$ cat src/rtl/pwm_generator.sv
// pwm_generator: drives 16 registered output pins. Each pin is forced low,
// held high, or driven by one shared 8-bit PWM waveform. The waveform is
// clocked by a prescaler that produces one tick every CLK_DIV clk cycles.
//
// Optional feature macro: PWM_SHADOW_DUTY_EN
//   defined   - the duty value is captured into a shadow register at each
//               period boundary, so a duty write never truncates a pulse.
//   undefined - the live pwm_duty_cycle input is compared directly, and a
//               change applies on the next clk.
//
// All inputs are synchronous to clk. The SPI register file shares this
// clock domain, so the inputs need no synchronizer.
module pwm_generator #(
    parameter int CLK_DIV = 3000  // clk cycles per PWM tick, legal range 1..65535
) (
    input  logic        clk,
    input  logic        rst_n,
    input  logic [7:0]  en_reg_out_7_0,
    input  logic [7:0]  en_reg_out_15_8,
    input  logic [7:0]  en_reg_pwm_7_0,
    input  logic [7:0]  en_reg_pwm_15_8,
    input  logic [7:0]  pwm_duty_cycle,
    output logic [15:0] out,
    output logic        period_start
);

    localparam logic [15:0] DIV_LAST = 16'(CLK_DIV - 1);

    logic [15:0] pre;
    logic [7:0]  cnt;
    logic        tick;
    logic        wrap;
    logic [7:0]  duty_act;
    logic        pwm_sig;
    logic [15:0] en_out;
    logic [15:0] en_pwm;
    logic [15:0] out_nxt;

    assign tick   = (pre == DIV_LAST);
    assign wrap   = tick && (cnt == 8'hFF);
    assign en_out = {en_reg_out_15_8, en_reg_out_7_0};
    assign en_pwm = {en_reg_pwm_15_8, en_reg_pwm_7_0};

    // Prescaler: count 0..CLK_DIV-1, then wrap. With CLK_DIV=1 it stays at 0
    // and tick is asserted every cycle.
    always_ff @(posedge clk or negedge rst_n) begin
        if (!rst_n) begin
            pre <= 16'd0;
        end else if (tick) begin
            pre <= 16'd0;
        end else begin
            pre <= pre + 16'd1;
        end
    end

    // PWM counter: advance once per tick. It wraps 255 -> 0 with no hold.
    always_ff @(posedge clk or negedge rst_n) begin
        if (!rst_n) begin
            cnt <= 8'd0;
        end else if (tick) begin
            cnt <= cnt + 8'd1;
        end
    end

    // Period marker: high for the single cycle in which cnt has just become 0.
    always_ff @(posedge clk or negedge rst_n) begin
        if (!rst_n) begin
            period_start <= 1'b0;
        end else begin
            period_start <= wrap;
        end
    end

`ifdef PWM_SHADOW_DUTY_EN
    logic [7:0] duty_shadow;

    // Shadow duty: capture the live input only on the wrap edge, so every
    // period runs with a single duty value.
    always_ff @(posedge clk or negedge rst_n) begin
        if (!rst_n) begin
            duty_shadow <= 8'd0;
        end else if (wrap) begin
            duty_shadow <= pwm_duty_cycle;
        end
    end

    assign duty_act = duty_shadow;
`else
    assign duty_act = pwm_duty_cycle;
`endif

    // 0xFF is special-cased so the output is fully high, not 255/256.
    assign pwm_sig = (duty_act == 8'hFF) | (cnt < duty_act);

    // Per-pin select. A disabled pin is low whatever its PWM bit is. An
    // enabled pin is high, or follows pwm_sig when it is in PWM mode.
    always_comb begin
        out_nxt = en_out & (~en_pwm | {16{pwm_sig}});
    end

    // Output register: every pin updates on the same edge. PWM pins stay
    // phase-aligned, and a change to both enables at once shows only the
    // new pair.
    always_ff @(posedge clk or negedge rst_n) begin
        if (!rst_n) begin
            out <= 16'h0000;
        end else begin
            out <= out_nxt;
        end
    end

endmodule

$ cat config.mk
export PLATFORM = sky130hd
export DESIGN_NAME = pwm_generator
export DESIGN_NICKNAME = d
export VERILOG_FILES = /design/src/rtl/pwm_generator.sv
export SDC_FILE = /design/constraint.sdc
export NUM_CORES = 1
export LEC_CHECK = 0
export CORE_MARGIN = 2
export CORE_UTILIZATION = 25
export CTS_BUF_LIST = sky130_fd_sc_hd__clkbuf_16
export DETAILED_ROUTE_END_ITERATION = 7
export SLEW_MARGIN = 20
export SYNTH_ARGS = -nofsm -noshare
export SYNTH_HDL_FRONTEND = slang
export SYNTH_SLANG_ARGS = --single-unit
$ cat constraint.sdc
create_clock -name clk -period 4.2 [get_ports clk]
set_input_delay 0.84 -clock clk [delete_from_list [all_inputs] [get_ports clk]]
set_output_delay 0.84 -clock clk [all_outputs]
set_load 0.01 [all_outputs]
==> flow_metrics.py <==
metrics = {
    "sta": {
        "holdWs_ps": 487.6,
        "rsz0062_at_grt": "no",
        "maxSlewViolCount": 0,
        "clock_skew_ps": 4.234,
        "fin_crit_sh_pct": 66.36,
        "fmax_mhz": 358.8,
        "setup_viol": 0,
        "relSlewSlack_pct": 29.12,
        "fin_tns_setup_ps": 0,
        "worst-slew-pin-transition_ps": 1055,
        "min_period_ps": 2787,
        "hold_viol_final": 0,
    },
    "finish": {
        "nNetsFinal": 275,
        "drive_gt1_share_pct": 7.143,
        "multi_input_area_um2": 828.3,
        "area_delta_synth_final_pct": 44.66,
        "fin_cells": 323,
        "final_cell_mix": "57 x clkdlybuf4s50_1, 41 x dfrtp_1, 16 x a21boi_0, 13 x nor2_1, 12 x xnor2_1",
        "final-seq-area_um2": 1026,
        "layout_commonest_cell": "clkdlybuf4s50_1",
        "insertedDiodeCount": 0,
        "n_fill_cell": 747,
    },
    "route": {
        "route.vias.total": 1399,
        "drt-wirelength-per-cell_um": 11.44,
        "drt_iter0_drc": 63,
        "wl_um": 3694,
        "drt-pass1-iter-count": 4,
        "vias_per_cell": 4.331,
        "postRouteAntennaNets": 0,
        "drc": 0,
    },
    "yosys": {
        "yosysWarnings": 0,
        "ys_types": 34,
        "ys_seq_elements": 41,
        "ys_seq_area_share_pct": 54.02,
        "syn_area_per_cell_um2": 11.72,
        "synthCells": 162,
        "synthesis.nets": 213,
        "syn-cell-area_um2": 1899,
    },
    "floorplanning": {
        "initial_utilization_pct": 26.05,
        "placementRows": 31,
        "die_area_um2": 8310,
        "dieWidth_um": 91.16,
        "io_pins": 59,
        "die_h_um": 91.16,
        "core_um2": 7292,
    },
    "placement": {
        "place_inst": 316,
        "hpwl_um": 2789,
        "port_buffers": 58,
        "gp_congestion": 0.7185,
    },
    "cts": {
        "clock_latency_ps": 270,
        "cts_tree": "built",
        "clkSinkCount": 41,
        "cts_made_buffers": 5,
        "post_cts_resized": 0,
        "clockBufferDepth": 2,
        "cts_hold_buffers": 0,
        "clkTransAtPathRegs_ps": 60,
        "htree_levels": 2,
        "clock_tree.root_cell": "clkbuf_16",
        "post_cts.repair.setup_buffers": 0,
    },
    "setup_path": {
        "reg2reg_to": "cnt[1]$_DFFE_PN0N_",
        "critPathKind": "in2reg",
        "critical_path.endpoint_type": "flip-flop",
        "arrival_ps": 2900,
        "worstPathRequired_ps": 4320,
        "critical_path_peak_fanout": 16,
        "critPathLaunchType": "input pin",
        "reg2reg_depth": 3,
        "reg2reg_from": "pre[3]$_DFF_PN0_",
        "rrSetupSlack_ps": 1750,
    },
    "min_path": {
        "whs_endpoint": "pre[15]$_DFF_PN0_",
        "holdPathStages": 1,
        "hold_class": "reg2reg",
        "hold_start": "pre[15]$_DFF_PN0_",
    },
    "global_route": {
        "antenna_found_initial": 0,
        "grt_usage_pct": 9.365,
        "gr-total-overflow": 0,
        "grt_max_degree": 42,
        "grt_pass1_vias": 1443,
        "grt_pass1_wl_um": 6272,
    },
    "flow_run": {
        "cap_violations": 0,
    },
    "pwr": {
        "p_per_area_nw_per_um2": 326.3,
        "power_mw": 0.8964,
        "leakagePower_nw": 1.225,
        "ir_worst_vdd_mv": 0.1624,
    },
    "status": {
        "status": "completed",
    },
}
critical path: stages:
cell and delay [ps]:
clkdlybuf4s50_1 490, inv_1 50, ha_1 280, and4_1 190, o21ai_0 90, o32ai_2 740
a21boi_0 210
flip-flops by register name (all words and copies together) (netlist names):
signal        flops
out              16
period_start      1
cnt               8
pre              16
routing by layer:
layer / GRT usage, % / wire, um
met1: 11.16 / 1629
met2: 14.63 / 1705
met3: 4.564 / 332
met4: 3.409 / 27
met5: 0 / 0
cells by family (layout without fill, tap and decap cells):
kind of cell    count (synthesis)  count (layout)  synth area share (%)
simple gates                   54              54                 16.80
flops                          41              41                 54.02
compound gates                 25              25                 9.816
xor+xnor                       19              19                 9.552
buf+inv                        12              74                 2.767
fa+ha+maj                       9               9                 5.929
mux                             2               2                 1.120
cell type report:
class | count | share of cell area [%]
Timing Repair Buffer | 58 | 20.95
Clock buffer | 5 | 4.554
Tap cell | 99 | 4.508
Multi-Input combinational cell | 109 | 30.15
Inverter | 9 | 1.230
Sequential cell | 41 | 37.34
Clock inverter | 2 | 1.275
Yosys cell counts (all sizes together):
master,instances,area share [%]
and4,2,0.92
and3,4,1.3
nor4,4,2.1
nand2b,2,0.66
nor3,1,0.26
a21o,1,0.40
a21oi,2,0.53
inv,9,1.8
nor2b,2,0.66
a41o,1,0.53
nand4,11,3.6
o32ai,1,0.46
dfrtp,41,54
nand3,7,1.8
or4,1,0.59
a21boi,16,6.3
buf,1,0.59
ha,9,5.9
or4b,1,0.53
a211o,1,0.46
o21ai,1,0.26
xnor2,14,7.2
clkbuf,2,0.40
nor2,13,2.6
mux2i,1,0.53
o21a,1,0.40
mux2,1,0.59
a2111oi,1,0.46
xor2,5,2.3
nand2,6,1.7
worst max-delay path by stage:
| stage | start | to | slack (ps) |
|---|---|---|---|
| 2_1_floorplan | pwm_duty_cycle[7] | out[10]$_DFF_PN0_ | 1840 |
| 3_3_place_gp | pwm_duty_cycle[5] | out[4]$_DFF_PN0_ | 1120 |
| 3_5_place_dp | pwm_duty_cycle[5] | out[13]$_DFF_PN0_ | 1080 |
| 4_1_cts | pwm_duty_cycle[6] | out[13]$_DFF_PN0_ | 1370 |
| 5_1_grt | pwm_duty_cycle[7] | out[8]$_DFF_PN0_ | 1220 |
| 6_report | pwm_duty_cycle[5] | out[13]$_DFF_PN0_ | 1410 |
metrics by stage:
stage          area [um^2]  util (%)  worst slack [ps]
2_1_floorplan         1899         -              1837
3_3_place_gp          2587     35.48              1122
3_5_place_dp          2587     35.48              1081
4_1_cts               2748     37.68              1374
5_1_grt               2748     37.68              1219
6_report              2748     37.68              1413
power breakdown:
group | total [mW] | internal (mW) | switching, mW | leakage, nW
Sequential | 0.405 | 0.403 | 0.00203 | 0.521
Clock | 0.414 | 0.275 | 0.139 | 0.0797
Combinational | 0.0770 | 0.0518 | 0.0252 | 0.624
Power figures use the tool's default switching activity.
